**config.mk**
```make
export PLATFORM = sky130hd
export DESIGN_NAME = poly_result_streamer
export DESIGN_NICKNAME = d
export VERILOG_FILES = /design/src/rtl/poly_result_streamer.sv
export SDC_FILE = /design/constraint.sdc
export NUM_CORES = 1
export LEC_CHECK = 0
export BUFFER_PORTS_ARGS = -buffer_cell sky130_fd_sc_hd__buf_4
export CORE_AREA = 2 2 83 85
export DETAILED_ROUTE_END_ITERATION = 10
export DIE_AREA = 0 0 85 87
export GPL_TIMING_DRIVEN = 0
export PLACE_DENSITY_LB_ADDON = 0.15
export SLEW_MARGIN = 10
export SYNTH_ARGS = -nofsm -noshare
export SYNTH_HDL_FRONTEND = slang
export SYNTH_SLANG_ARGS = --single-unit
export TNS_END_PERCENT = 50
```
**constraint.sdc**
```tcl
create_clock -name clk -period 7.4 [get_ports clk]
set_input_delay 0.37 -clock clk [delete_from_list [all_inputs] [get_ports clk]]
set_output_delay 0.37 -clock clk [all_outputs]
set_load 0.1 [all_outputs]
```
**src/rtl/poly_result_streamer.sv**
```systemverilog
// rtl/poly_result_streamer.sv - streams result-RAM coefficients out over a valid/ready port
module poly_result_streamer #(
    parameter int N  = 256,
    parameter int W  = 12,
    parameter int AW = 8
) (
    input  logic          clk,
    input  logic          rst,
    input  logic          start,
    input  logic          bitrev,
    output logic          rd_en,
    output logic [AW-1:0] rd_addr,
    input  logic [W-1:0]  rd_data,
    output logic [W-1:0]  out_data,
    output logic          out_valid,
    input  logic          out_ready,
    output logic          out_last,
    output logic          busy,
    output logic          done
);

    localparam logic [1:0] S_IDLE   = 2'd0;
    localparam logic [1:0] S_STREAM = 2'd1;
    localparam logic [1:0] S_DRAIN  = 2'd2;
    localparam logic [1:0] S_DONE   = 2'd3;

    localparam logic [AW-1:0] LAST_IDX = AW'(N - 1);

    logic [1:0]    state;
    logic [AW-1:0] ic;
    logic [AW-1:0] bc;
    logic [AW-1:0] ic_rev;
    logic          rev_q;
    logic          inflight;
    logic [1:0]    occ;
    logic [W-1:0]  head;
    logic [W-1:0]  tail;
    logic          pop;
    logic          issue;
    logic          launch;
    logic [2:0]    pending;

    // Buffer slots already spoken for: stored entries plus the read whose data lands next edge
    always_comb begin
        pending = {1'b0, occ} + {2'b00, inflight};
    end

    // Issue a read only when the 2-entry buffer is guaranteed a free slot for its data
    always_comb begin
        pop    = out_valid & out_ready;
        launch = (state == S_IDLE) & start;
        issue  = (state == S_STREAM) & ((pending - {2'b00, pop}) < 3'd2);
    end

    // Mirror the issue counter for bit-reversed traversal
    always_comb begin
        ic_rev = '0;
        for (int i = 0; i < AW; i++) begin
            ic_rev[i] = ic[AW-1-i];
        end
    end

    // Drive the RAM port; the address is parked at zero whenever no read is issued
    always_comb begin
        rd_en   = issue;
        rd_addr = issue ? (rev_q ? ic_rev : ic) : '0;
    end

    // Present the buffer head and status flags
    always_comb begin
        out_valid = (occ != 2'd0);
        out_data  = head;
        out_last  = out_valid & (bc == LAST_IDX);
        busy      = (state == S_STREAM) | (state == S_DRAIN);
        done      = (state == S_DONE);
    end

    // Transfer sequencing: issue phase, drain of buffered beats, one-cycle completion
    always_ff @(posedge clk) begin
        if (rst) begin
            state <= S_IDLE;
        end else begin
            case (state)
                S_IDLE: begin
                    if (start) begin
                        state <= S_STREAM;
                    end
                end
                S_STREAM: begin
                    if (issue && (ic == LAST_IDX)) begin
                        state <= S_DRAIN;
                    end
                end
                S_DRAIN: begin
                    if (pop && (bc == LAST_IDX)) begin
                        state <= S_DONE;
                    end
                end
                default: begin
                    state <= S_IDLE;
                end
            endcase
        end
    end

    // Issue and beat counters, plus the read order captured when the transfer launches
    always_ff @(posedge clk) begin
        if (rst) begin
            ic    <= '0;
            bc    <= '0;
            rev_q <= 1'b0;
        end else if (launch) begin
            ic    <= '0;
            bc    <= '0;
            rev_q <= bitrev;
        end else begin
            if (issue) begin
                ic <= ic + 1'b1;
            end
            if (pop) begin
                bc <= bc + 1'b1;
            end
        end
    end

    // Remember a read issued this cycle so its data is captured on the next edge
    always_ff @(posedge clk) begin
        if (rst) begin
            inflight <= 1'b0;
        end else begin
            inflight <= issue;
        end
    end

    // Two-entry output buffer; head doubles as the registered output beat
    always_ff @(posedge clk) begin
        if (rst) begin
            occ  <= 2'd0;
            head <= '0;
            tail <= '0;
        end else if (launch) begin
            occ <= 2'd0;
        end else begin
            case (occ)
                2'd0: begin
                    if (inflight) begin
                        head <= rd_data;
                        occ  <= 2'd1;
                    end
                end
                2'd1: begin
                    if (inflight && pop) begin
                        head <= rd_data;
                    end else if (inflight) begin
                        tail <= rd_data;
                        occ  <= 2'd2;
                    end else if (pop) begin
                        occ <= 2'd0;
                    end
                end
                default: begin
                    if (pop) begin
                        head <= tail;
                        if (inflight) begin
                            tail <= rd_data;
                        end else begin
                            occ <= 2'd1;
                        end
                    end
                end
            endcase
        end
    end

endmodule

```
## Yosys cells after proc, flatten, opt, wreduce, memory -nomap -nowiden

Cells that the tools add are included.

- Bits in registers: 46
- Input port bits: 17

- Add/subtract/negate cells: 4
- Order comparisons: 1
- Equality and inequality tests: 14
- Muxes and demuxes: 21
- Bitwise logic cells: 7
- Reduce and logical (&&, ||, !) cells: 13

Operators by type and width:

| cell | count |
|---|---|
| 2-to-1 mux 12 bit | 6 |
| case mux 12 bit (2 select lines) | 2 |
| 2-to-1 mux 2 bit | 9 |
| adder 8 x 1 -> 8 bit, second input constant | 2 |
| == test 8 bit, second input constant | 2 |
| 2-to-1 mux 8 bit | 2 |
| inequality test 2 bit, second input constant | 4 |
| AND reduction 4 bit | 2 |
| case mux 2 bit (3 select lines) | 1 |
| AND reduction 5 bit | 1 |
| AND 1 bit | 4 |
| == test 2 x 1 -> 1 bit, second input constant | 2 |
| == test 2 bit, second input constant | 2 |
| logical NOT 2 bit | 2 |
| inequality test 2 x 1 -> 1 bit, second input constant | 2 |
| case mux 2 bit (2 select lines) | 1 |
| nonzero test 2 bit | 2 |
| adder 2 x 1 -> 3 bit | 1 |
| logical AND 1 bit | 3 |
| < comparator 3 x 2 -> 1 bit, second input constant | 1 |
| inequality test 3 x 1 -> 1 bit, second input constant | 1 |
| inequality test 3 bit, second input constant | 1 |
| AND reduction 3 bit | 1 |
| nonzero test 3 bit | 1 |
| other kinds (4) | 5 |

## Depth between registers and ports, before layout

Gate-level depths: netlist (run 1).

- Depth after elaboration: 8
- Mapped depth: 10

## Worst setup path before layout (run 1)

Ideal clock, no wire load.

- Kind: register -> output
- From: register occ[1]
- To: output port out_last
- Arrival: 3877 ps
- Path slack: 3153 ps
- Stages on the path, launching flop included: 4
- Path buffers: 1
- Cells stage by stage: dfxtp_1 buf_2 nor2_1 nor4b_1

- Word-level cells in the longest chain between the ends: 2

Ends and longest elaborated chain:

| item | RTL line | RTL |
|---|---|---|
| from (decl) | 35 | `logic [1:0] occ;` |
| from (signal assigned) | 138 | `occ <= 2'd0;` |
| from (signal assigned) | 142 | `occ <= 2'd0;` |
| from (signal assigned) | 148 | `occ <= 2'd1;` |
| nonzero test 2 bit | 71 | `out_valid = (occ != 2'd0);` |
| AND 1 bit | 73 | `out_last = out_valid & (bc == LAST_IDX);` |
| to (decl) | 17 | `output logic out_last,` |

Every way passes these cells.

## Worst setup path in the final report (run 1)

- From: register occ[1]
- To: output port rd_addr[0]

- Word-level cells in the longest chain between the ends: 6
- Elaborated cells between the ends (all ways): 7
- Those cells by class: add/sub (2); order compare (1); mux (1); bitwise (2); reduce/logical (1)

Ends and longest elaborated chain:

| item | RTL line | RTL |
|---|---|---|
| parallel branches: the longest is 2 deep, another holds adder 2 x 1 -> 3 bit | - |  |
| subtractor 3 x 1 -> 3 bit * | 52 | `issue = (state == S_STREAM) & ((pending - {2'b00, pop}) < 3'd2);` |
| < comparator 3 x 2 -> 1 bit * | 52 |  |
| AND 1 bit * | 52 |  |
| 2-to-1 mux 8 bit * | 66 | `rd_addr = issue ? (rev_q ? ic_rev : ic) : '0;` |
| to (decl) | 12 | `output logic [AW-1:0] rd_addr,` |

Mark *: on every way between the ends.

==> summary.md, run 1 <==
| Metric | Value |
|---|---|
| Max-slew violations | 0 |
| Num rows | 30 |
| Root buf cell | clkbuf_8 |
| Period utilisation layout | 49.3% |
| EDFF count, synth | 0 |
| Post-synthesis compound-gate area fraction | 8.22% |
| DRT Pass-1 Iters | 4 |
| Synth Cell Area | 0.00221 mm² |
| Hold Startpoint | rd_data[6] |
| Yosys cell types | 37 |
| Clock slew at reported path FFs | 0.09 ns |
| Critical path launch point type | register |
| Critical path peak fanout | 10 |
| Leakage power | 1.11 nW |
| Min Tclk post-route | 3.65 ns |
| Grt ovf | 0 |
| Top cell type's share of synthesized area | 41.7% |
| CP startpoint | occ[1] |
| FFs w/ async S/R, synth | 0% |
| RePlAce Congestion | 0.726 |
| Post-synthesis mux area share | 15.9% |
| CP endpoint kind | output pin |
| Drc violations | 0 |
| Crit Path Class | register to output pin |
| Syn Inst Count | 247 |
| Vias in the first global route | 1675 |
| Largest net degree at the start of global routing | 16 |
| Yosys top cell by area | dfxtp_1 |
| Maximum clock rate | 274 MHz |
| Worst min-delay path class | primary input to register |
| Most common cell after layout, fill and taps aside | nor2_1 |
| Maximum vdd drop | 267 µV |
| Clock Skew | 0.00568 ns |
| Hold Vio Cnt, Final | 0 |
| Placed standard-cell area | 0.00261 mm² |
| Worst EP arrival | 3.28 ns |
| DP Wirelength | 3.42 mm |
| Final non-filler cell total | 375 |
| ANT nets after route | 0 |
| Setup ws final | 3.75 ns |
| IO Pins | 42 |
| H-tree depth | 2 |
| Area grow syn2layout | 23.2% |
| Vias per cell | 4.83 |
| Clock buffer depth | 2 |
| Drt first-iter violations | 57 |
| Total CTS buffers | 5 |
| Cts hold-fix bufs | 0 |
| Yosys reg bits | 46 |
| Syn Area/Cell | 8.94 µm² |
| Worst Tran Pin Value | 0.736 ns |
| Seq/Total Area, Yosys | 41.7% |
| DR vias | 1812 |
| RSZ-0062 raised after global routing | no |
| Ys flop type | dfxtp_1 |
| Synthesized Nets | 272 |
| Run status | finished clean |
| Clock latency on the worst-skew pair | 0.30 ns |
| Post-route cell area | 0.00272 mm² |
| Pre-CTS setup slack | 3.97 ns |
| Main combinational cell family by area after synthesis | simple AND/OR/NAND/NOR gates |
| Die Height | 87 µm |
| Simple-gate area share of the yosys netlist | 19.7% |
| DIE WIDTH | 85 µm |
| XOR/XNOR Fraction of Synth Area | 5.55% |
| Pwr/cell area | 292 mW/mm² |
| Adder-Cell Fraction of Synth Area | 4.87% |
| Number of diodes | 0 |
| Final WL | 4.79 mm |
| Post-CTS Resized | 0 |
| Reg2reg start | occ[1] |
| Initial antenna violation count | 0 |
| Most frequent cells in the layout | 52 x nor2_1, 46 x dfxtp_1, 40 x buf_4 |
| Area contributors post-synth | dfxtp_1 42%, mux2i_1 15%, nor2_1 8.8%, a211oi_1 4.1%, ha_1 4.0% |
| Initial Utilization | 33.6% |
| DR WL/cell | 12.8 µm |
| Setup violations, final | 0 |
| Share of layout cells above drive strength 1 | 18.3% |
| Gr usage total | 13.3% |
| Ys Warns | 0 |
| Post-layout nets | 319 |
| Total die area | 0.00740 mm² |
| PortBufs | 40 |
| Global-route wire length before repair | 7.83 mm |
| Dpl cells | 367 |
| CTS tree | built |
| Post CTS Setup Buffer Count | 0 |
| Clock sinks | 46 |
| Slew HR | 50.9% |
| Max_cap viols | 0 |
| Power, Total | 796 µW |
| CP required | 7.03 ns |
| Total negative slack | 0 ns |
| CORE AREA | 0.00657 mm² |
## metal layers
metal / up-vias / share of wire, % / track usage, %
li1: 942 / - / -
met1: 833 / 47 / 17.4
met2: 31 / 47 / 21.7
met3: 6 / 4.5 / 3.22
met4: 0 / 1.4 / 4.33
met5: - / 0 / 0
## synth_stat cells, types with 4 or more instances
cell type	count
a211oi_1	12
a21oi_1	4
clkbuf_1	12
dfxtp_1	46
ha_1	7
inv_1	7
mux2i_1	34
nand2_1	11
nand2b_1	6
nand3_1	5
nand4_1	4
nor2_1	52
nor3_1	6
xnor2_1	10
xor2_1	4
## layout make-up
class | instances | area (µm²)
fill | 697 | 3850
clock buffer | 5 | 68.8
timing repair buffer | 40 | 300
inverter | 7 | 26.3
multi-input combinational | 178 | 1200
sequential | 46 | 921
tap | 80 | 100
buffer | 16 | 63.8
clock inverter | 3 | 43.8
## cell families (layout without fill, tap and decap cells)
| kind of cell | Yosys count | in the layout |
|---|---|---|
| AO/OA/AOI/OAI | 25 | 25 |
| flip-flops | 46 | 46 |
| adder cells (fa/ha/maj) | 8 | 8 |
| buffers and inverters | 23 | 71 |
| multiplexers | 35 | 35 |
| AND/OR/NAND/NOR | 96 | 96 |
| XOR/XNOR | 14 | 14 |
## flip-flops by register name, summed over array words and instances, names as in the netlist
signal,flops
occ,2
state,2
ic,8
rev_q,1
bc,8
tail,12
out_data,12
inflight,1
## per-stage QoR
step                hold slack (ns)  util [%]
CTS                           0.300      41.4
global placement              0.474      39.7
detailed placement            0.487      39.7
global route                  0.305      41.4
floorplan                     0.463         -
finish                        0.307      41.4
## final timing paths
check                                   to  slack, ns  cells after the start
worst max-delay path            rd_addr[0]       3.75                     10
worst min-delay path               tail[6]       0.31                      3
worst max register to register    state[0]       3.97                      9
worst min register to register    tail[10]       0.50                      2
## power breakdown
group	leakage, nW	switching (mW)	internal [mW]
clock network	0.0585	0.0897	0.101
logic	0.680	0.238	0.0788
registers	0.372	0.0184	0.269
## worst max-delay path, cell delays in order (launching register included)
cell and delay [ns]:
dfxtp_1 0.42, buf_2 0.28, and2_1 0.18, nor2b_1 0.20, o21ai_0 0.13, fa_1 0.39
xor2_1 0.44, or2_2 0.21, clkbuf_1 0.37, nor2_1 0.10, buf_4 0.25
Note: power is estimated with default switching activity, not from simulation.
==> run 2, diff against run 1 <==
- clock period: 7.4 -> 3.7 ns (I/O delays scaled with it)
==> run 2 against run 1 <==
Compared with the run above:
- first-iteration DRC count grew 61%
- critical endpoint is now state[0]
- clock skew grew 0.0079 ns
- design area grew 0.60%
- worst setup slack lost 3.5 ns
- highest routed layer unchanged
==> summary.md, run 2 (synthesis results as in run 1) <==
| Metric | Value |
|---|---|
| Total die area | 0.00740 mm² (unchanged) |
| Hold Vio Cnt, Final | 0 (unchanged) |
| Post-layout nets | 319 (unchanged) |
| Run status | finished clean |
| Clock slew at reported path FFs | 0.09 ns (about the same) |
| Period utilisation layout | 92.6% |
| Vias in the first global route | 1588 (-5.2%) |
| Setup violations, final | 0 (unchanged) |
| Drt first-iter violations | 92 (+61%) |
| Most frequent cells in the layout | 52 x nor2_1, 46 x dfxtp_1, 38 x buf_4 |
| H-tree depth | 2 (unchanged) |
| Maximum clock rate | 292 MHz |
| Post CTS Setup Buffer Count | 0 (unchanged) |
| Crit Path Class | register to register |
| Clock sinks | 46 (unchanged) |
| CP required | 3.89 ns (-3.14 ns) |
| CP endpoint kind | register |
| FILL cells | 687 (-1.4%) |
| Total CTS buffers | 5 (unchanged) |
| Worst path top cell family by delay | simple AND/OR/NAND/NOR gates |
| Largest net degree at the start of global routing | 15 (-1) |
| Drc violations | 0 (unchanged) |
| Worst EP arrival | 3.62 ns (+0.34 ns) |
| CORE AREA | 0.00657 mm² (unchanged) |
| Grt ovf | 0 (unchanged) |
| Final Hold Slack | 0.127 ns (-0.181 ns) |
| Maximum vdd drop | 489 µV (+83%) |
| CP Depth | 9 (-1) |
| Clock latency on the worst-skew pair | 0.30 ns (about the same) |
| RePlAce Congestion | 0.735 (+1.2%) |
| Placed standard-cell area | 0.00262 mm² (+0.24%) |
| Area grow syn2layout | 24.0% |
| Die Height | 87 µm (unchanged) |
| IO Pins | 42 (unchanged) |
| Max_cap viols | 0 (unchanged) |
| Initial antenna violation count | 0 (unchanged) |
| Total negative slack | 0 ns (unchanged) |
| DP Wirelength | 3.39 mm (-0.81%) |
| Crit-path max cell delay | 0.59 ns (+0.15 ns) |
| Reg2reg end | state[0] |
| Reg2reg start | occ[1] |
| Critical path launch point type | register |
| DR WL/cell | 12.7 µm (-0.31%) |
| PortBufs | 40 (unchanged) |
| ANT nets after route | 0 (unchanged) |
| R2R depth | 9 (unchanged) |
| Buf/Inv on CP | 1 (-2) |
| Share of layout cells above drive strength 1 | 19.0% (+0.68 points) |
| Worst setup path endpoint | state[0] |
| Critical path peak fanout | 10 (unchanged) |
| RSZ-0062 raised after global routing | no |
| Pwr/cell area | 566 mW/mm² (+94%) |
| CTS tree | built |
| Worst min-delay path class | primary input to register |
| Min Tclk post-route | 3.42 ns |
| CP max-delay cell | or4_1 |
| R2R Setup Slk | 0.28 ns (-3.69 ns) |
| DR vias | 1810 (-0.11%) |
| Initial Utilization | 33.6% (unchanged) |
| Final WL | 4.77 mm (-0.31%) |
| Most common cell after layout, fill and taps aside | nor2_1 |
| DRT Pass-1 Iters | 4 (unchanged) |
| Global-route wire length before repair | 7.64 mm (-2.5%) |
| Post-route cell area | 0.00274 mm² (+0.60%) |
| Clock Skew | 0.0136 ns (+0.00791 ns) |
| Leakage power | 1.11 nW (-0.36%) |
| Slew HR | 51.8% (+0.88 points) |
| Num rows | 30 (unchanged) |
| Worst Tran Pin Value | 0.723 ns (-0.0132 ns) |
| DIE WIDTH | 85 µm (unchanged) |
| Vias per cell | 4.83 (-0.11%) |
| Cts hold-fix bufs | 0 (unchanged) |
| Root buf cell | clkbuf_8 |
| Clock buffer depth | 2 (unchanged) |
| Number of diodes | 0 (unchanged) |
| CP Cell Sequence | clkbuf_4 -> and2_1 -> nor2b_1 -> o21ai_0 -> fa_1 -> nand2_1 -> or4_1 -> a222oi_1 -> mux2_2 |
| CP startpoint | occ[1] |
| Max-slew violations | 0 (unchanged) |
| Gr usage total | 13.0% (-0.32 points) |
## run 2: power breakdown
group / internal (mW) / switching, mW / total [mW]
sequential: 0.539 / 0.0374 / 0.576
clock: 0.171 / 0.172 / 0.344
combinational: 0.158 / 0.473 / 0.631
## run 2: layer usage
metal	GRT usage (%)	up-vias	wire length [µm]
li1	-	941	-
met1	18.0	833	2370
met2	20.2	31	2160
met3	3.32	5	192
met4	3.75	0	48
met5	0	-	0
## run 2: per-stage QoR
step	util, %	power [mW]	setup slack (ns)	std cells
6_report	41.7	1.55	0.275	375
5_1_grt	41.7	1.64	0.00344	375
4_1_cts	41.4	1.57	0.151	375
3_5_place_dp	39.8	1.22	0.287	367
3_3_place_gp	39.8	1.22	0.287	367
2_1_floorplan	-	1.09	0.0358	247
## run 2: what timing repair did
item,in CTS,in global routing
endpoints found under the hold margin,0,0
setup endpoints to repair,0,8
gates resized for setup,0,4
## run 2: cell type report
type / instances / area (µm²) / share of cell area [%]
buffer: 16 / 66.3 / 2.42
clock inverter: 1 / 8.76 / 0.320
timing repair buffer: 40 / 308 / 11.2
sequential: 46 / 921 / 33.6
inverter: 7 / 26.3 / 0.960
clock buffer: 7 / 96.3 / 3.52
tap: 80 / 100 / 3.66
multi-input combinational: 178 / 1210 / 44.2
## run 2: worst min-delay path, cell delays in order
cell     delay, ns
buf_4         0.08
mux2i_1       0.05
nor2_1        0.07
## run 2: how the worst min path moves through the flow
stage,startpoint,to,slack (ns),cells past startpoint
floorplan,rd_data[0],tail[0],0.33,2
global placement,rd_data[8],tail[8],0.43,3
detailed placement,rd_data[7],tail[7],0.44,3
CTS,rd_data[10],tail[10],0.12,3
global route,rd_data[1],tail[1],0.13,3
finish,rd_data[10],tail[10],0.13,3
==> run 3, diff against run 2 <==
- PLACE_DENSITY: unset -> 0.55
- PLACE_DENSITY_LB_ADDON: 0.15 -> unset
==> run 3 against run 2 <==
Compared with the run above:
- flip-flop and latch count is the same
- design area decreased by 0.59%
- die area unchanged
- non-clock buffer count stayed put
- final cell count stayed put
- worst setup slack lost 0.095 ns
- largest cell class unchanged
==> summary.md, run 3 (synthesis results as in run 1) <==
| Metric | Value |
|---|---|
| Run status | finished clean |
| DR WL/cell | 12.7 µm (-0.44%) |
| Most common cell after layout, fill and taps aside | nor2_1 |
| Area of the multi-input gates | 0.00121 mm² (unchanged) |
| Maximum vdd drop | 529 µV (+8.1%) |
| Hold Vio Cnt, Final | 0 (unchanged) |
| Worst min-delay path class | primary input to register |
| Max-slew violations | 0 (unchanged) |
| Clock buffer depth | 2 (unchanged) |
| Initial Utilization | 33.6% (unchanged) |
| FILL cells | 675 (-1.7%) |
| Critical path launch point type | register |
| Initial antenna violation count | 0 (unchanged) |
| Setup ws final | 0.180 ns (-0.0955 ns) |
| Gr busiest metal | met2 |
| Share of layout cells above drive strength 1 | 18.6% (-0.34 points) |
| Gr usage total | 13.0% (about the same) |
| CTS tree | built |
| Largest net degree at the start of global routing | 14 (-1) |
| Min Tclk post-route | 3.52 ns (+0.0955 ns) |
| Number of diodes | 0 (unchanged) |
| Worst Tran Pin Value | 0.680 ns (-0.0426 ns) |
| Die Height | 87 µm (unchanged) |
| Post-CTS Resized | 0 (unchanged) |
| ANT nets after route | 0 (unchanged) |
| Grt ovf | 0 (unchanged) |
| Drc violations | 0 (unchanged) |
| DR vias | 1815 (+0.28%) |
| Post-layout nets | 319 (unchanged) |
| Max_cap viols | 0 (unchanged) |
| Pre-CTS setup slack | 0.284 ns (-0.00306 ns) |
| Clock sinks | 46 (unchanged) |
| H-tree depth | 2 (unchanged) |
| Maximum clock rate | 284 MHz (-2.7%) |
| Total die area | 0.00740 mm² (unchanged) |
| Worst EP arrival | 3.71 ns (+0.09 ns) |
| Pwr/cell area | 560 mW/mm² (-1.1%) |
| Slew HR | 54.7% (+2.8 points) |
| Clock Skew | 0.00994 ns (-0.00365 ns) |
| Critical path peak fanout | 10 (unchanged) |
| Leakage power | 1.10 nW (-0.50%) |
| Met1 usage | 17.0% (-0.94 points) |
| CORE AREA | 0.00657 mm² (unchanged) |
| M2 GR Usage | 21.4% (+1.2 points) |
| Root buf cell | clkbuf_8 |
| Total CTS buffers | 5 (unchanged) |
| CP max-delay cell | or4_1 |
| RePlAce Congestion | 0.751 (+2.1%) |
| Util after Layout | 41.4% (-0.25 points) |
| RSZ-0062 raised after global routing | yes |
| Num rows | 30 (unchanged) |
| Crit Path Class | register to register |
| Setup violations, final | 0 (unchanged) |
| Area grow syn2layout | 23.2% |
| CP required | 3.89 ns (about the same) |
| Clock latency on the worst-skew pair | 0.30 ns (about the same) |
| Drt first-iter violations | 68 (-26%) |
| PortBufs | 40 (unchanged) |
| CP endpoint kind | register |
| IO Pins | 42 (unchanged) |
| DP Wirelength | 3.38 mm (-0.41%) |
| Vias per cell | 4.84 (+0.28%) |
| Met3 Use GR | 2.65% (-0.66 points) |
| Clock slew at reported path FFs | 0.09 ns (about the same) |
| Global-route wire length before repair | 7.68 mm (+0.54%) |
| Register area | 921 µm² (unchanged) |
| Vias in the first global route | 1656 (+4.3%) |
| Most frequent cells in the layout | 52 x nor2_1, 46 x dfxtp_1, 38 x buf_4 |
| Post CTS Setup Buffer Count | 0 (unchanged) |
| Period utilisation layout | 95.1% (+2.6 points) |
| Final WL | 4.75 mm (-0.44%) |
| DRT Pass-1 Iters | 4 (unchanged) |
| DIE WIDTH | 85 µm (unchanged) |
| Cts hold-fix bufs | 0 (unchanged) |
| Crit-path max cell delay | 0.60 ns (about the same) |
| CP Cell Sequence | buf_2 -> and2_1 -> nor2b_1 -> o21ai_0 -> fa_1 -> nand2_1 -> or4_1 -> a222oi_1 -> mux2_2 |
run 3: cell types whose count changed in the layout (fill, tap and decap cells not counted):
cell / delta
buf_2: +1
clkbuf_1: +1
clkbuf_4: -1
clkbuf_8: -1
clkinv_2: +1
clkinv_4: -1
run 3: critical path: cells and delay by family (launching register included):
kind	cells	cell delay [ns]
AND/OR/NAND/NOR	4	1.14
AO/OA/AOI/OAI	2	0.64
adder cells (fa/ha/maj)	1	0.50
flip-flops	1	0.45
multiplexers	1	0.39
buffers and inverters	1	0.28
run 3: cell type report:
| cell class | instances | share of cell area (%) |
|---|---|---|
| buffer | 16 | 2.34 |
| clock buffer | 7 | 3.17 |
| clock inverter | 1 | 0.184 |
| inverter | 7 | 0.966 |
| multi-input combinational | 178 | 44.5 |
| sequential | 46 | 33.8 |
| tap | 80 | 3.68 |
| timing repair buffer | 40 | 11.3 |
run 3: where the power goes:
group	leakage [nW]	internal, mW	switching (mW)
sequential	0.372	0.539	0.0370
clock	0.0482	0.151	0.162
combinational	0.681	0.158	0.477
run 3: metal layers:
metal	share of wire (%)	wire length, µm	vias up
met5	0	0	-
met4	1.3	63	0
li1	-	-	939
met3	4.2	202	5
met1	48	2260	836
met2	47	2230	35
run 3: final timing paths:
kind	to	startpoint	depth (start not counted)	slack (ns)
worst max-delay path	state[0]	occ[1]	9	0.18
worst min-delay path	tail[6]	rd_data[6]	3	0.13
worst max register to register	state[0]	occ[1]	9	0.18
worst min register to register	tail[6]	tail[6]	2	0.50
run 3: per-stage QoR:
stage	total power, mW	setup TNS, ns	hold slack, ns	cells	instance area, µm²
finish	1.52	0	0.133	375	2720
global route	1.61	-0.0152	0.129	375	2720
CTS	1.54	0	0.125	375	2710
global placement	1.22	0	0.429	367	2620
detailed placement	1.22	0	0.436	367	2620
floorplan	1.09	0	0.329	247	2210
